<file path="src/rtl/conv_pkg.sv">
// Shared constants and types for the conv layer ROM path.
// Holds FSM state codes, owner tags and the default bus widths.
package conv_pkg;

  localparam int CONV_ADDR_WIDTH = 6;
  localparam int CONV_DATA_WIDTH = 8;

  localparam logic [1:0] ST_IDLE  = 2'd0;
  localparam logic [1:0] ST_ISSUE = 2'd1;
  localparam logic [1:0] ST_DRAIN = 2'd2;
  localparam logic [1:0] ST_DONE  = 2'd3;

  localparam logic OWN_IMG = 1'b0;
  localparam logic OWN_WGT = 1'b1;

  // Sideband that travels alongside each ROM read
  typedef struct packed {
    logic valid;
    logic owner;
    logic last;
  } rd_tag_t;

endpackage

</file>
<file path="src/rtl/rom_read_pipe.sv">
// Delays the read tag by LATENCY cycles so that rd_valid, rd_owner and
// burst_done line up with the registered copy of rom_data.
module rom_read_pipe
  import conv_pkg::*;
#(
  parameter int DATA_WIDTH = CONV_DATA_WIDTH,
  parameter int LATENCY    = 1
) (
  input  logic                  clk,
  input  logic                  rst,
  input  rd_tag_t               i_tag,
  input  logic [DATA_WIDTH-1:0] i_rom_data,
  output logic                  o_valid,
  output logic                  o_owner,
  output logic                  o_last,
  output logic [DATA_WIDTH-1:0] o_data
);

  rd_tag_t w_feed;

  generate
    if (LATENCY == 1) begin : g_direct
      assign w_feed = i_tag;
    end else begin : g_chain
      rd_tag_t r_chain [LATENCY-1];
      for (genvar gi = 0; gi < LATENCY - 1; gi++) begin : g_stage
        if (gi == 0) begin : g_first
          always_ff @(posedge clk) begin
            if (rst) r_chain[gi] <= '0;
            else     r_chain[gi] <= i_tag;
          end
        end else begin : g_next
          always_ff @(posedge clk) begin
            if (rst) r_chain[gi] <= '0;
            else     r_chain[gi] <= r_chain[gi-1];
          end
        end
      end
      assign w_feed = r_chain[LATENCY-2];
    end
  endgenerate

  logic                  r_valid;
  logic                  r_owner;
  logic                  r_last;
  logic [DATA_WIDTH-1:0] r_data;

  // rom_data is captured on the edge where its tag reaches the output
  always_ff @(posedge clk) begin
    if (rst) begin
      r_valid <= 1'b0;
      r_owner <= 1'b0;
      r_last  <= 1'b0;
      r_data  <= '0;
    end else begin
      r_valid <= w_feed.valid;
      r_last  <= w_feed.valid & w_feed.last;
      if (w_feed.valid) begin
        r_owner <= w_feed.owner;
        r_data  <= i_rom_data;
      end
    end
  end

  assign o_valid = r_valid;
  assign o_owner = r_owner;
  assign o_last  = r_last;
  assign o_data  = r_data;

endmodule

</file>
<file path="src/rtl/conv_rom_arbiter.sv">
// Round-robin arbiter sharing the conv-layer ROM read port between the
// image interface (IMG) and the weight loader (WGT), one burst at a time.
module conv_rom_arbiter
  import conv_pkg::*;
#(
  parameter int ADDR_WIDTH  = CONV_ADDR_WIDTH,
  parameter int DATA_WIDTH  = CONV_DATA_WIDTH,
  parameter int BURST_WIDTH = 4,
  parameter int ROM_LATENCY = 1
) (
  input  logic                   clk,
  input  logic                   rst,
  input  logic                   enable,
  input  logic                   img_req,
  input  logic [ADDR_WIDTH-1:0]  img_addr,
  input  logic [BURST_WIDTH-1:0] img_len,
  input  logic                   wgt_req,
  input  logic [ADDR_WIDTH-1:0]  wgt_addr,
  input  logic [BURST_WIDTH-1:0] wgt_len,
  output logic                   img_gnt,
  output logic                   wgt_gnt,
  output logic                   rom_rd_en,
  output logic [ADDR_WIDTH-1:0]  rom_addr,
  input  logic [DATA_WIDTH-1:0]  rom_data,
  output logic [DATA_WIDTH-1:0]  rd_data,
  output logic                   rd_valid,
  output logic                   rd_owner,
  output logic                   burst_done,
  output logic [1:0]             current_state
);

  // DRAIN covers only the ROM_LATENCY-1 cycles between the last read and the
  // burst_done cycle, which is spent in DONE; with latency 1 it is skipped.
  localparam logic [1:0] DRAIN_INIT = 2'(ROM_LATENCY > 1 ? ROM_LATENCY - 2 : 0);

  logic [1:0]             r_state;
  logic                   r_owner;
  logic                   r_last_owner;
  logic                   r_img_gnt;
  logic                   r_wgt_gnt;
  logic                   r_zero_len;
  logic [ADDR_WIDTH-1:0]  r_addr;
  logic [BURST_WIDTH-1:0] r_remain;
  logic [1:0]             r_drain;

  logic                   w_pick_wgt;
  logic [BURST_WIDTH-1:0] w_win_len;
  logic                   w_pipe_last;
  rd_tag_t                w_tag;

  assign w_pick_wgt = wgt_req & (~img_req | (r_last_owner == OWN_IMG));
  assign w_win_len  = w_pick_wgt ? wgt_len : img_len;

  always_ff @(posedge clk) begin
    if (rst) begin
      r_state      <= ST_IDLE;
      r_owner      <= OWN_IMG;
      r_last_owner <= OWN_WGT;
      r_img_gnt    <= 1'b0;
      r_wgt_gnt    <= 1'b0;
      r_zero_len   <= 1'b0;
      r_addr       <= '0;
      r_remain     <= '0;
      r_drain      <= '0;
    end else begin
      case (r_state)
        ST_IDLE: begin
          if (enable && (img_req || wgt_req)) begin
            r_owner    <= w_pick_wgt ? OWN_WGT : OWN_IMG;
            r_addr     <= w_pick_wgt ? wgt_addr : img_addr;
            r_remain   <= w_win_len;
            r_zero_len <= (w_win_len == '0);
            r_img_gnt  <= ~w_pick_wgt;
            r_wgt_gnt  <= w_pick_wgt;
            r_state    <= (w_win_len == '0) ? ST_DONE : ST_ISSUE;
          end
        end
        ST_ISSUE: begin
          r_addr   <= r_addr + ADDR_WIDTH'(1);
          r_remain <= r_remain - BURST_WIDTH'(1);
          if (r_remain == BURST_WIDTH'(1)) begin
            r_state <= (ROM_LATENCY == 1) ? ST_DONE : ST_DRAIN;
            r_drain <= DRAIN_INIT;
          end
        end
        ST_DRAIN: begin
          if (r_drain == 2'd0) r_state <= ST_DONE;
          else                 r_drain <= r_drain - 2'd1;
        end
        default: begin
          r_img_gnt    <= 1'b0;
          r_wgt_gnt    <= 1'b0;
          r_zero_len   <= 1'b0;
          r_last_owner <= r_owner;
          r_state      <= ST_IDLE;
        end
      endcase
    end
  end

  assign w_tag.valid = (r_state == ST_ISSUE);
  assign w_tag.owner = r_owner;
  assign w_tag.last  = (r_remain == BURST_WIDTH'(1));

  rom_read_pipe #(
    .DATA_WIDTH (DATA_WIDTH),
    .LATENCY    (ROM_LATENCY)
  ) u_pipe (
    .clk        (clk),
    .rst        (rst),
    .i_tag      (w_tag),
    .i_rom_data (rom_data),
    .o_valid    (rd_valid),
    .o_owner    (rd_owner),
    .o_last     (w_pipe_last),
    .o_data     (rd_data)
  );

  assign img_gnt       = r_img_gnt;
  assign wgt_gnt       = r_wgt_gnt;
  assign rom_rd_en     = w_tag.valid;
  assign rom_addr      = r_addr;
  assign burst_done    = w_pipe_last | ((r_state == ST_DONE) & r_zero_len);
  assign current_state = r_state;

endmodule

</file>
<file path="config.mk">
export PLATFORM = sky130hd
export DESIGN_NAME = conv_rom_arbiter
export DESIGN_NICKNAME = d
export VERILOG_FILES = /design/src/rtl/conv_pkg.sv /design/src/rtl/rom_read_pipe.sv /design/src/rtl/conv_rom_arbiter.sv
export SDC_FILE = /design/constraint.sdc
export NUM_CORES = 1
export LEC_CHECK = 0
export CAP_MARGIN = 20
export CORE_MARGIN = 2
export CORE_UTILIZATION = 46
export DETAILED_ROUTE_END_ITERATION = 16
export MAX_ROUTING_LAYER = met4
export PLACE_DENSITY_LB_ADDON = 0.2
export SYNTH_ARGS = -nofsm -noshare
export SYNTH_HDL_FRONTEND = slang
export SYNTH_SLANG_ARGS = --single-unit
</file>
<file path="constraint.sdc">
create_clock -name clk -period 2 [get_ports clk]
set_clock_uncertainty 0.15 [all_clocks]
set_input_delay 0.2 -clock clk [delete_from_list [all_inputs] [get_ports clk]]
set_output_delay 0.2 -clock clk [all_outputs]
set_load 0.05 [all_outputs]
</file>
==> out/results.ini <==
[sta]
fmax_ghz=0.517
fin_crit_ns=1.94
hold_viol=0
tightestPinTransition_ns=0.516
setup_tns_ns=0
holdWs_ns=0.324
rsz0062_at_grt=false
setup_ws_ns=0.0648
period_share=0.968
slew_headroom=0.655
finalSetupViolations=0
drv_slew=0

[setup_path]
r2r-start=current_state[1]$_SDFFE_PP0P_
worstPathRequired_ns=1.65
reg2reg_setup_slack_ns=0.11
path_buf_inv=1
path_cells=clkdlybuf4s50_1
start_kind=flip-flop
r2r-end=rom_addr[2]$_SDFFE_PP0P_
slowest_delay_ns=0.83
endpoint_kind=output pin
ff2ff_path_depth=7
worstPathMaxFanout=6
arrival_ns=1.59
path_class=reg2out
crit_family=buffers and inverters
slowest_stage=clkdlybuf4s50_1

[clock_network]
htree_levels=2
clock_path_buffers=2
cts_tree=built
clk_pin_slew_ns=0.09
cts_sinks=30
clock_latency_ns=0.35
post_cts_buffers=0
clock-root-buffer=clkbuf_4
cts_buffers=5

[yosys]
synthArstFlopShare=0
synthesis.area_sq_mm=0.00168
synth.largest_area_cell=dfxtp_1
synth_cells=182
ys_seq_area_frac=0.357
synth.most_common_cell=dfxtp_1
synth_top_area_share=0.357
synth_ff_type=dfxtp_1
synth-seq-cells=30
syn-num-nets=223
synth_edf_count=0
ys_warn_count=0
synth_cell_type_count=44
ys_top_cells_by_count=dfxtp_1 (30), nor2_1 (17), mux2i_1 (14)
synthTopCellsByArea=dfxtp_1 (36%), mux2i_1 (8.3%), ha_1 (5.9%)
avgSynthCellArea_sq_um=9.25

[power]
vdd_drop_max_mv=0.732
p_int_mw=1.63
p_per_area_mw_per_mm2=1230
swShare=0.454
p_clk_frac=0.117
p_sw_mw=1.36
comb_power_share=0.588
p_seq_frac=0.295
leakage_nw=0.964
total_power_mw=2.99

[floorplanning]
start_util=0.493
die_w_um=64.5
die-area_sq_mm=0.00416
rows=21
die_h_um=64.5
core-area_sq_mm=0.00342
io_pins=55

[hold_path]
worstHoldPathType=in2reg
min_to=u_pipe.o_data[0]$_SDFFE_PP0P_
hp-start=rom_data[0]
hold_depth=3

[grt]
overflow=0
grt_start_max_net_pins=26
grt_use_total=0.239
antenna_found_initial=0
grt_pass1_wl_um=7400
grt_pass1_vias=1604

[run_status]
status=completed

[place]
portBuffers=54
dp_slack_ns=-0.00353
place_congestion=0.870
hpwl_um=3420

[job]
maxCapViolations=0

[detailed_routing]
drtPass1Iterations=4
routedWlPerCell_um=15.4
via_count=1580
antenna_left=0
drtIter0Drc=121
drc=0
routed_via_density=5.39
routed_wl_um=4500

[finish]
syn_to_final_growth_pct=44.1
n_antenna_cell=0
final_core_util=0.710
num-fill-cells=276
drive_gt1_frac=0.162
nNetsFinal=287

## flip-flops by register name, indices dropped and copies added (netlist names), 2 cells and up
register       flops
current_state      2
r_drain            2
r_remain           4
rom_addr           6
u_pipe.o_data      8
## area by class of cell
cell class              count  area [sq um]  area share
clock inverters             2          10.0     0.00413
flip-flops and latches     30           608       0.251
repair buffers             66           653       0.269
multi-input cells         134          1020       0.421
well taps                  46          57.6      0.0237
inverters                   9          33.8      0.0139
clock buffers               6          41.3      0.0170
## metal layers
layer / vias up / GRT usage / part of all wire / routed length, um
li1: 774 / - / - / -
met1: 726 / 0.251 / 0.40 / 1780
met2: 65 / 0.419 / 0.50 / 2240
met3: 15 / 0.0677 / 0.073 / 330
met4: 0 / 0.101 / 0.032 / 144
met5: - / - / 0 / 0
## worst max path at each step
stage / from / to / slack, ns / cells after the start
after detailed placement: img_req / r_remain[3]$_SDFFE_PP0P_ / -0.004 / 7
final: rom_addr[3]$_SDFFE_PP0P_ / rom_addr[3] / 0.06 / 1
after floorplan: current_state[1]$_SDFFE_PP0P_ / r_remain[3]$_SDFFE_PP0P_ / 0.01 / 8
after global placement: img_req / r_remain[3]$_SDFFE_PP0P_ / 0.03 / 7
after global routing: rom_addr[3]$_SDFFE_PP0P_ / rom_addr[3] / 0.004 / 1
after CTS: current_state[1]$_SDFFE_PP0P_ / rom_addr[5]$_SDFFE_PP0P_ / 0.01 / 6
## cells in the final DEF, fill, tap and decap left out, types with 7 or more instances in the layout
cell,synthesis,final
nor2_1,17,17
o21ai_0,7,7
inv_1,9,9
dfxtp_1,30,28
mux2i_1,14,14
nand2_1,13,13
buf_4,1,12
a21oi_1,13,13
mux2_1,8,8
nor2b_1,7,7
ha_1,8,7
clkdlybuf4s50_1,0,51
## what timing repair did
action | in CTS | in global routing
hold buffers | 0 | 0
gates resized for setup | 0 | 5
setup endpoints to repair | 0 | 5
endpoints found under the hold margin | 0 | 0
## power by group through the flow
stage / Combinational (mW) / Clock [mW] / Sequential [mW]
global placement: 1.67 / 0 / 0.875
finish: 1.76 / 0.349 / 0.884
CTS: 1.73 / 0.357 / 0.880
detailed placement: 1.72 / 0 / 0.892
global route: 1.89 / 0.384 / 0.899
floorplan: 0.893 / 0 / 1.20
## cell families after synthesis
kind of cell / after synthesis / synth area share
AOI/OAI and AO/OA: 43 / 0.198
and+or+nand+nor: 58 / 0.174
buffers and inverters: 18 / 0.0550
adders and majority gates: 8 / 0.0594
muxes: 25 / 0.157
DFF: 30 / 0.357
## stage by stage
| step | cells | cell area (sq um) |
|---|---|---|
| 2_1_floorplan | 182 | 1710 |
| 3_3_place_gp | 285 | 2350 |
| 3_5_place_dp | 285 | 2350 |
| 4_1_cts | 293 | 2400 |
| 5_1_grt | 293 | 2430 |
| 6_report | 293 | 2430 |
Power figures use the tool's default switching activity.
